--- config.mk ---
export PLATFORM = sky130hd
export DESIGN_NAME = instr_issuer
export DESIGN_NICKNAME = d
export VERILOG_FILES = /design/src/rtl/instr_issuer.sv
export SDC_FILE = /design/constraint.sdc
export NUM_CORES = 1
export LEC_CHECK = 0
export ABC_AREA = 1
export CAP_MARGIN = 40
export CORE_UTILIZATION = 58
export DETAILED_ROUTE_END_ITERATION = 16
export PLACE_DENSITY = 0.8
export SLEW_MARGIN = 10
export SYNTH_ARGS = -nofsm -noshare
export SYNTH_HDL_FRONTEND = slang
export SYNTH_SLANG_ARGS = --single-unit
--- constraint.sdc ---
create_clock -name clk -period 2.4 [get_ports clk]
set_clock_uncertainty 0.1 [all_clocks]
set_input_delay 0.72 -clock clk [delete_from_list [all_inputs] [get_ports clk]]
set_output_delay 0.72 -clock clk [all_outputs]
set_load 0.01 [all_outputs]
--- src/rtl/instr_issuer.sv ---
// instr_issuer -- buffers 16-bit instructions in an 8-deep FIFO and issues
// them one at a time to a controller using a start/wait handshake.
//
// Ports:
//   clk            sole clock, rising edge
//   reset          asynchronous, active-low
//   load           push load_instr this edge (ignored while full)
//   load_instr     instruction word to enqueue
//   w              controller wait flag (1 = controller idle in its wait state)
//   clear_timeout  clears the sticky timeout flag
//   s              start pulse, high for exactly the one issue cycle
//   instr          head-of-queue instruction (16'h0000 when empty)
//   opcode, op     instr[15:13], instr[12:11]
//   full, empty    FIFO occupancy flags
//   busy           handshake in progress (any state other than idle)
//   issued_count   completed-instruction counter, wraps 255->0
//   timeout        sticky watchdog flag
//   fsm_state      debug view of the handshake state (0 idle, 1 issue,
//                  2 wait-low, 3 wait-high)
//
// Handshake: from idle with a non-empty queue and w=1 the block spends one
// cycle in issue (s=1), then waits for w to fall (controller accepted) and
// rise again (controller finished). Only the rising w pops the head, so any
// watchdog abort leaves the head in place to be retried.
module instr_issuer (
  input  logic        clk,
  input  logic        reset,
  input  logic        load,
  input  logic [15:0] load_instr,
  input  logic        w,
  input  logic        clear_timeout,
  output logic        s,
  output logic [15:0] instr,
  output logic [2:0]  opcode,
  output logic [1:0]  op,
  output logic        full,
  output logic        empty,
  output logic        busy,
  output logic [7:0]  issued_count,
  output logic        timeout,
  output logic [1:0]  fsm_state
);

  typedef enum logic [1:0] {
    S_IDLE      = 2'd0,
    S_ISSUE     = 2'd1,
    S_WAIT_LOW  = 2'd2,
    S_WAIT_HIGH = 2'd3
  } state_t;

  state_t      state;
  logic [15:0] mem [8];
  logic [2:0]  wr_ptr;
  logic [2:0]  rd_ptr;
  logic [3:0]  count;
  logic [7:0]  wd;
  logic        push;
  logic        pop;
  logic        lo_expire;
  logic        hi_expire;

  assign full  = (count == 4'd8);
  assign empty = (count == 4'd0);

  // A load while full is dropped even if the head pops on the same edge.
  assign push = load && !full;
  // The queue is never empty in wait-high: the head was present at issue
  // and nothing else pops it.
  assign pop  = (state == S_WAIT_HIGH) && w;

  // Watchdog expiry: wd counts completed edges in the current state, so the
  // 4th consecutive w=1 edge in wait-low sees wd==3 and the 255th
  // consecutive w=0 edge in wait-high sees wd==254.
  assign lo_expire = (state == S_WAIT_LOW)  &&  w && (wd == 8'd3);
  assign hi_expire = (state == S_WAIT_HIGH) && !w && (wd == 8'd254);

  assign instr     = empty ? 16'h0000 : mem[rd_ptr];
  assign opcode    = instr[15:13];
  assign op        = instr[12:11];
  assign fsm_state = state;

  // Storage needs no reset: instr is masked to zero whenever empty.
  always_ff @(posedge clk) begin
    if (push) mem[wr_ptr] <= load_instr;
  end

  always_ff @(posedge clk or negedge reset) begin
    if (!reset) begin
      wr_ptr <= 3'd0;
      rd_ptr <= 3'd0;
      count  <= 4'd0;
    end else begin
      if (push) wr_ptr <= wr_ptr + 3'd1;
      if (pop)  rd_ptr <= rd_ptr + 3'd1;
      case ({push, pop})
        2'b10:   count <= count + 4'd1;
        2'b01:   count <= count - 4'd1;
        default: count <= count;
      endcase
    end
  end

  always_ff @(posedge clk or negedge reset) begin
    if (!reset) begin
      state        <= S_IDLE;
      wd           <= 8'd0;
      s            <= 1'b0;
      busy         <= 1'b0;
      timeout      <= 1'b0;
      issued_count <= 8'd0;
    end else begin
      // A new expiry wins over a clear on the same edge.
      if (lo_expire || hi_expire) timeout <= 1'b1;
      else if (clear_timeout)     timeout <= 1'b0;

      case (state)
        S_IDLE: begin
          wd <= 8'd0;
          if (!empty && w) begin
            state <= S_ISSUE;
            s     <= 1'b1;
            busy  <= 1'b1;
          end
        end
        S_ISSUE: begin
          state <= S_WAIT_LOW;
          s     <= 1'b0;
          wd    <= 8'd0;
        end
        S_WAIT_LOW: begin
          if (!w) begin
            state <= S_WAIT_HIGH;
            wd    <= 8'd0;
          end else if (lo_expire) begin
            state <= S_IDLE;
            busy  <= 1'b0;
            wd    <= 8'd0;
          end else begin
            wd <= wd + 8'd1;
          end
        end
        S_WAIT_HIGH: begin
          if (w) begin
            state        <= S_IDLE;
            busy         <= 1'b0;
            wd           <= 8'd0;
            issued_count <= issued_count + 8'd1;
          end else if (hi_expire) begin
            state <= S_IDLE;
            busy  <= 1'b0;
            wd    <= 8'd0;
          end else begin
            wd <= wd + 8'd1;
          end
        end
        default: begin
          state <= S_IDLE;
          s     <= 1'b0;
          busy  <= 1'b0;
          wd    <= 8'd0;
        end
      endcase
    end
  end

endmodule

==> summary.md, run 1 <==
| Metric | Value |
|---|---|
| Status | finished, violations left |
| Violated checks | setup timing |
| TritonCTS clock tree | done |
| Hold path endpoint | busy |
| CP delay by family, top | flip-flops |
| Floorplan row count | 38 |
| Final WS setup | -312.6 ps |
| Initial Utilization | about three fifths |
| CP Buf/Inv Count | 3 |
| Die Ht | 109.6 um |
| MaxCap Viol Count | 0 |
| Final ANT Viol Nets | 0 |
| CP max FO | 5 |
| Clock sinks | between 150 and 200 |
| DIE WIDTH | roughly 110 um |
| Initial DRC count | 476 |
| Max-slew violations | 0 |
| DRT Wirelength | around 16000 um |
| Drt wl/cell | roughly 19 um |
| Seq/Total Area, Yosys | between 60 and 70% |
| Met3 Use GR | slightly below 8% |
| Minimum clock period | between 2000 and 3000 ps |
| H-tree level count | 4 |
| Gr usage total | approximately 28% |
| Distinct cells, synth | 30 |
| Crit path max-delay cell type | dfrtp_2 |
| Vias in the first global route | 4949 |
| Antenna violations before repair | 0 |
| Drt pass-1 iters | 5 |
| Hold Worst Slack | roughly 380 ps |
| DP HPWL | 8935 um |
| Hold Crit Depth | 2 |
| Via density | between 5 and 6 |
| Largest net degree at the start of global routing | 38 |
| Synth area leader | edfxtp_1 |
| #FFs+latches synth | about 160 |
| Met1 GRT Util | 34.25% |
| Diode count | 0 |
| CTS clk-pin slew, worst paths | 60 ps |
| Drt drc | 0 |
| FFs w/ async S/R, synth | 19.50% |
| Worst min-delay path class | register to register |
| Most used cell, CP | o21ai_1 |
| VDD IR-drop max | 0.0008701 V |
| GPL Wtd Cong | roughly 0.82 |
| Synth area leaders | edfxtp_1 57%, dfrtp_1 12%, nor2_1 8.3%, o21ai_0 7.4%, nand2_1 2.7% |
| Startpoint of the lowest-slack hold path | busy |
| Slew @ Worst Pin | 411.2 ps |
| Cts bufs inserted | 17 |
| Area growth, synth to finish | 26.55% |
| Worst-Skew Late Latency | approximately 420 ps |
| Cells after synthesis | between 500 and 600 |
| Share of cells above drive strength 1 | around 20% |
| Share of the synthesized area in the top cell type | between 50% and 60% |
| Startpoint types | register |
| RSZ-0062 raised after global routing | true |
| R2R depth | 11 |
| Pwr dens | approximately 1300 nW/um^2 |
| Port-buffer cells | 56 |
| Leakage | around 3.2 nW |
| Final nets | 720 |
| # IOs | 57 |
| Fin. Hold Viols | 0 |
| Tcrit/Tclk final | 113.0% |
| Post-synth top cells | 149 x nor2_1, 128 x edfxtp_1, 99 x o21ai_0 |
| Critical Path Max Stage Delay | around 470 ps |
| Post-route insts no fill | 844 |
| Reg2reg end | count[2] |
| Most frequent cell after synthesis | nor2_1 |
| GRT Residual Overflow | 0 |
| GR Util met2 | 47.44% |
| Syn nets | 626 |
| Reg2Reg Setup Slack | approximately 300 ps |
| Highest clock rate | 368.6 MHz |
| First-pass GRT wire length | around 24000 um |
| Root buf cell | clkbuf_16 |
| Max-slew headroom | between 70% and 80% |
| Critical Path Sink Type | output pin |
| Cell Area, Synth | between 6000 and 7000 um^2 |
| R2r startpoint | count[0] |
| # setup viols final | 21 |
| Crit-path cells | buf_8 > buf_12 > nor2_4 > nor2_1 > o21ai_1 > o21ai_1 > o21ai_1 > nor2_2 > buf_2 |
| Placed cell count | between 800 and 900 |
| Die area | ~12000 um^2 |
| Clock Path Buffers | 2 |
| Post-synth EDFFs | 128 |
| Vias | 5012 |
| Gr busiest metal | met2 |
| Worst Path Required | about 1600 ps |
| Yosys warnings | 0 |
| Top FF cell, synth | edfxtp_1 |
| WP data arrival | about 1900 ps |
| Worst Path Class, Setup | register to output pin |
| Syn avg cell area | between 10 and 15 um^2 |
| Core area | 11080 um^2 |
-- worst reg2reg max path, stage by stage (launching register included) --
cell and delay, ps:
dfrtp_1 400, nor2_2 160, nand3_1 120, nand2_1 200, ha_1 250, nand2_1 90
inv_1 50, nor2_1 50, ha_1 180, a21oi_1 150, xor2_1 150, o21ai_0 80
-- registers in the layout (all words and copies together) (netlist names) --
| register | count |
|---|---|
| mem | 128 |
| issued_count | 8 |
| wd | 8 |
| count | 4 |
| rd_ptr | 3 |
| wr_ptr | 3 |
| fsm_state | 2 |
| busy | 1 |
| s | 1 |
| timeout | 1 |
-- cells in the final DEF (no fill, tap or decap), drive strengths merged, types with 3 or more instances in the layout --
cell / count
a21oi: 9
buf: 70
bufinv: 3
clkbuf: 22
clkdlybuf4s50: 33
clkinv: 6
clkinvlp: 3
dfrtp: 31
edfxtp: 128
ha: 8
inv: 28
nand2: 52
nand3: 18
nand4: 4
nor2: 150
o21ai: 116
xnor2: 5
xor2: 9
-- layout make-up --
class                      count  area (um^2)
clock buffer                  20        436.7
clock inverter                12        143.9
tap                          140        175.2
inverter                      28        110.1
fill                         643         2579
multi-input combinational    379         1938
sequential                   159         4622
timing repair buffer         106         1074
-- metrics by stage --
step	power, mW	area (um^2)	util [%]	setup TNS (ps)	setup slack (ps)
2_1_floorplan	6.018	6716	-	0	64.30
3_5_place_dp	7.844	7677	69.30	-11150	-230.8
3_3_place_gp	7.670	7677	69.30	-6559	-141.1
4_1_cts	10.84	8448	76.26	-5057	-302.5
6_report	11.04	8499	76.72	-5205	-312.6
5_1_grt	11.58	8499	76.72	-6975	-420.3
-- worst max-delay path by stage --
| stage | endpoint | from | cells past startpoint |
|---|---|---|---|
| final | instr[7] | rd_ptr[0] | 9 |
| after detailed placement | instr[0] | rd_ptr[0] | 7 |
| after CTS | instr[2] | rd_ptr[0] | 9 |
| after global routing | instr[7] | rd_ptr[0] | 9 |
| after global placement | instr[14] | rd_ptr[0] | 7 |
| after floorplan | mem[4][0] | load | 3 |
-- what timing repair did --
item,CTS,global route
cloned,5,1
endpoints found under the setup margin,23,22
resized for setup,180,20
hold buffers,0,0
pin swaps,28,14
setup buffers,3,0
-- per-layer routing --
| metal | wire, um | part of all wire [%] |
|---|---|---|
| met5 | 0 | 0 |
| met1 | 6096 | 38 |
| met3 | 1370 | 8.6 |
| met4 | 412 | 2.6 |
| met2 | 8104 | 51 |
-- logic make-up after synthesis --
kind of cell | count (synthesis) | synth area share [%]
buffers and inverters | 59 | 4.210
xor gates and xnor gates | 14 | 1.826
adders and majority gates | 8 | 1.490
DFF | 159 | 68.78
AOI/OAI and AO/OA | 127 | 9.594
and+or+nand+nor | 230 | 14.10
-- report_power, final --
group          switching, mW  internal (mW)  total (mW)
registers              0.273           3.48        3.75
clock network           1.04           1.62        2.66
logic                   2.68           1.95        4.63
Power figures use the tool's default switching activity.
==> inputs of run 2 (changes only) <==
- CORE_UTILIZATION: 58 -> 55
- PLACE_DENSITY: 0.8 -> 0.76
- SETUP_SLACK_MARGIN: not set -> 0.4
==> run 2 against run 1 <==
The run still ends with setup timing left. Global-route usage decreased by 0.58 points. Cell area grew 5.4%. Final cell count rose by 2.3%. Fmax shrank 3.0%. Hold slack lost 11 ps.
==> summary.md, run 2 (synthesis results as in run 1) <==
| Metric | Value |
|---|---|
| Final Util | between 70% and 80% |
| Most frequent cells in the layout | 128 x edfxtp_1, 115 x nor2_1, 80 x o21ai_1, 46 x nand2_1, 31 x buf_4 |
| Cts hold-fix bufs | 0 |
| Most flops, register | mem |
| RSZ-0062 raised after global routing | true |
| Floorplan row count | 39 |
| Die Ht | 112.5 um |
| Share of cells above drive strength 1 | 26.25% |
| CTS clk-pin slew, worst paths | 60 ps |
| Tcrit/Tclk final | 116.6% |
| Fin. Hold Viols | 0 |
| Reg2Reg Setup Slack | 400 ps |
| # setup viols final | 21 |
| CP delay by family, top | buffers and inverters |
| Pwr dens | 1324 nW/um^2 |
| Crit-path cells | buf_12 > buf_12 > buf_16 > nor2_4 > nor2_2 > o21ai_1 > o21ai_1 > o21ai_1 > nor2_2 > buf_2 |
| Initial DRC count | ~440 |
| TritonCTS clock tree | done |
| Met2 wire len | between 9000 and 10000 um |
| Worst min-delay path class | register to register |
| Violated checks | setup timing |
| Gr usage total | roughly 28% |
| CP Buf/Inv Count | 4 |
| Startpoint types | register |
| Root buf cell | clkbuf_16 |
| Slew @ Worst Pin | 415.3 ps |
| Post-Route M1 WL | about 6400 um |
| Drt wl/cell | a little under 20 um |
| Antenna violations before repair | 0 |
| Clock sinks | 159 |
| Cts bufs inserted | 17 |
| Final WS setup | -397.8 ps |
| Worst-Skew Late Latency | ~420 ps |
| Pwr Total | 11.86 mW |
| MaxCap Viol Count | 0 |
| Port-buffer cells | between 50 and 60 |
| Status | finished, violations left |
| WL met3 | between 900 and 1000 um |
| DIE WIDTH | between 100 and 150 um |
| Max-slew headroom | between 70 and 80% |
| DRT Wirelength | about 17000 um |
| Fillers | 709 |
| Commonest non-fill, non-tap cell in the layout | edfxtp_1 |
| # IOs | between 50 and 60 |
| Placed inst area | 7724 um^2 |
| WP data arrival | 1980 ps |
| Final Cell Area | 8957 um^2 |
| Critical Path Max Stage Delay | about 480 ps |
| H-tree level count | 4 |
| Drt pass-1 iters | 5 |
| Diode count | 0 |
| VDD IR-drop max | ~0.00073 V |
| Top sig layer | met4 |
| Placed cell count | around 810 |
| Max-slew violations | 0 |
| Drt drc | 0 |
| GPL Wtd Cong | slightly below 0.8 |
| GRT Residual Overflow | 0 |
| Worst Path Class, Setup | register to output pin |
| Core area | between 10000 and 15000 um^2 |
| Vias in the first global route | roughly 5200 |
| Worst Path Required | 1580 ps |
| Die area | 12660 um^2 |
| Clock Path Buffers | 2 |
| Final ANT Viol Nets | 0 |
| Minimum clock period | 2798 ps |
| Most used cell, CP | o21ai_1 |
| Max reg flops | 128 |
| Leakage | around 3.4 nW |
| Vias | 4986 |
| Initial Utilization | between 50% and 60% |
| Largest net degree at the start of global routing | 35 |
| Highest clock rate | about 360 MHz |
| Final nets | 737 |
| DP HPWL | ~8700 um |
| CP max FO | 7 |
| Area growth, synth to finish | 33.36% |
| Largest regs | mem: 128 flops, issued_count: 8 flops, wd: 8 flops |
| Crit path max-delay cell type | dfrtp_2 |
| First-pass GRT wire length | 25900 um |
| Critical Path Sink Type | output pin |
| Post-route insts no fill | 863 |
| Via density | 5.778 |
-- run 2: cell count changes in the layout (fill, tap and decap cells not counted), moves of 4 or more --
cell,delta
clkdlybuf4s50_1,-15
o21ai_0,-15
nor2_1,-13
dlygate4sd2_1,+12
buf_6,+11
o21ai_1,+10
nor2_2,+7
nor2_4,+6
buf_12,+5
o21ai_2,+5
inv_1,-4
-- run 2: repair_timing --
action / 4_1_cts / 5_1_grt
gates cloned: 7 / 2
buffers inserted: 16 / 2
setup endpoints to repair: 95 / 88
resized for setup: 227 / 44
pin swaps: 38 / 32
-- run 2: path summary, 6_finish.rpt --
path | depth (start not counted) | to | from
setup / recovery | 10 | opcode[0] | rd_ptr[0]
hold / removal | 1 | issued_count[7] | issued_count[7]
setup reg to reg | 12 | count[2] | count[2]
hold reg to reg | 1 | issued_count[7] | issued_count[7]
max in group asynchronous | 2 | fsm_state[0] | reset
min in group asynchronous | 2 | issued_count[0] | reset
-- run 2: where the power goes --
group	switching (mW)	internal (mW)
Combinational	2.96	2.39
Sequential	0.261	3.48
Clock	1.04	1.72
-- run 2: stage by stage --
| step | hold WS [ps] | setup slack (ps) | setup TNS [ps] |
|---|---|---|---|
| 3_5_place_dp | 365.6 | -211.5 | -7082 |
| 4_1_cts | 373.8 | -336.8 | -6020 |
| 6_report | 371.1 | -397.8 | -6858 |
| 3_3_place_gp | 360.9 | -154.0 | -4335 |
| 2_1_floorplan | 324.4 | 195.7 | 0 |
| 5_1_grt | 386.1 | -478.4 | -8795 |
-- run 2: area by class of cell --
type                            count  area [um^2]  area share (%)
Clock buffer                       19        432.9           4.833
Clock inverter                     12        168.9           1.886
Inverter                           28        127.6           1.425
Multi-Input combinational cell    379         2074           23.16
Sequential cell                   159         4624           51.63
Tap cell                          143        178.9           1.997
Timing Repair Buffer              123         1350           15.07
-- run 2: layer usage --
metal	vias up	GRT usage, %
li1	2286	-
met1	2451	31.84
met2	206	48.57
met3	43	5.562
met4	0	17.33
met5	-	0
-- run 2: worst register-to-register path, delay by kind of cell (launching register included) --
kind	cells	cell delay, ps
compound gates	2	210
simple gates	4	310
fa+ha+maj	2	320
xor+xnor	1	220
buf+inv	3	280
flops	1	430
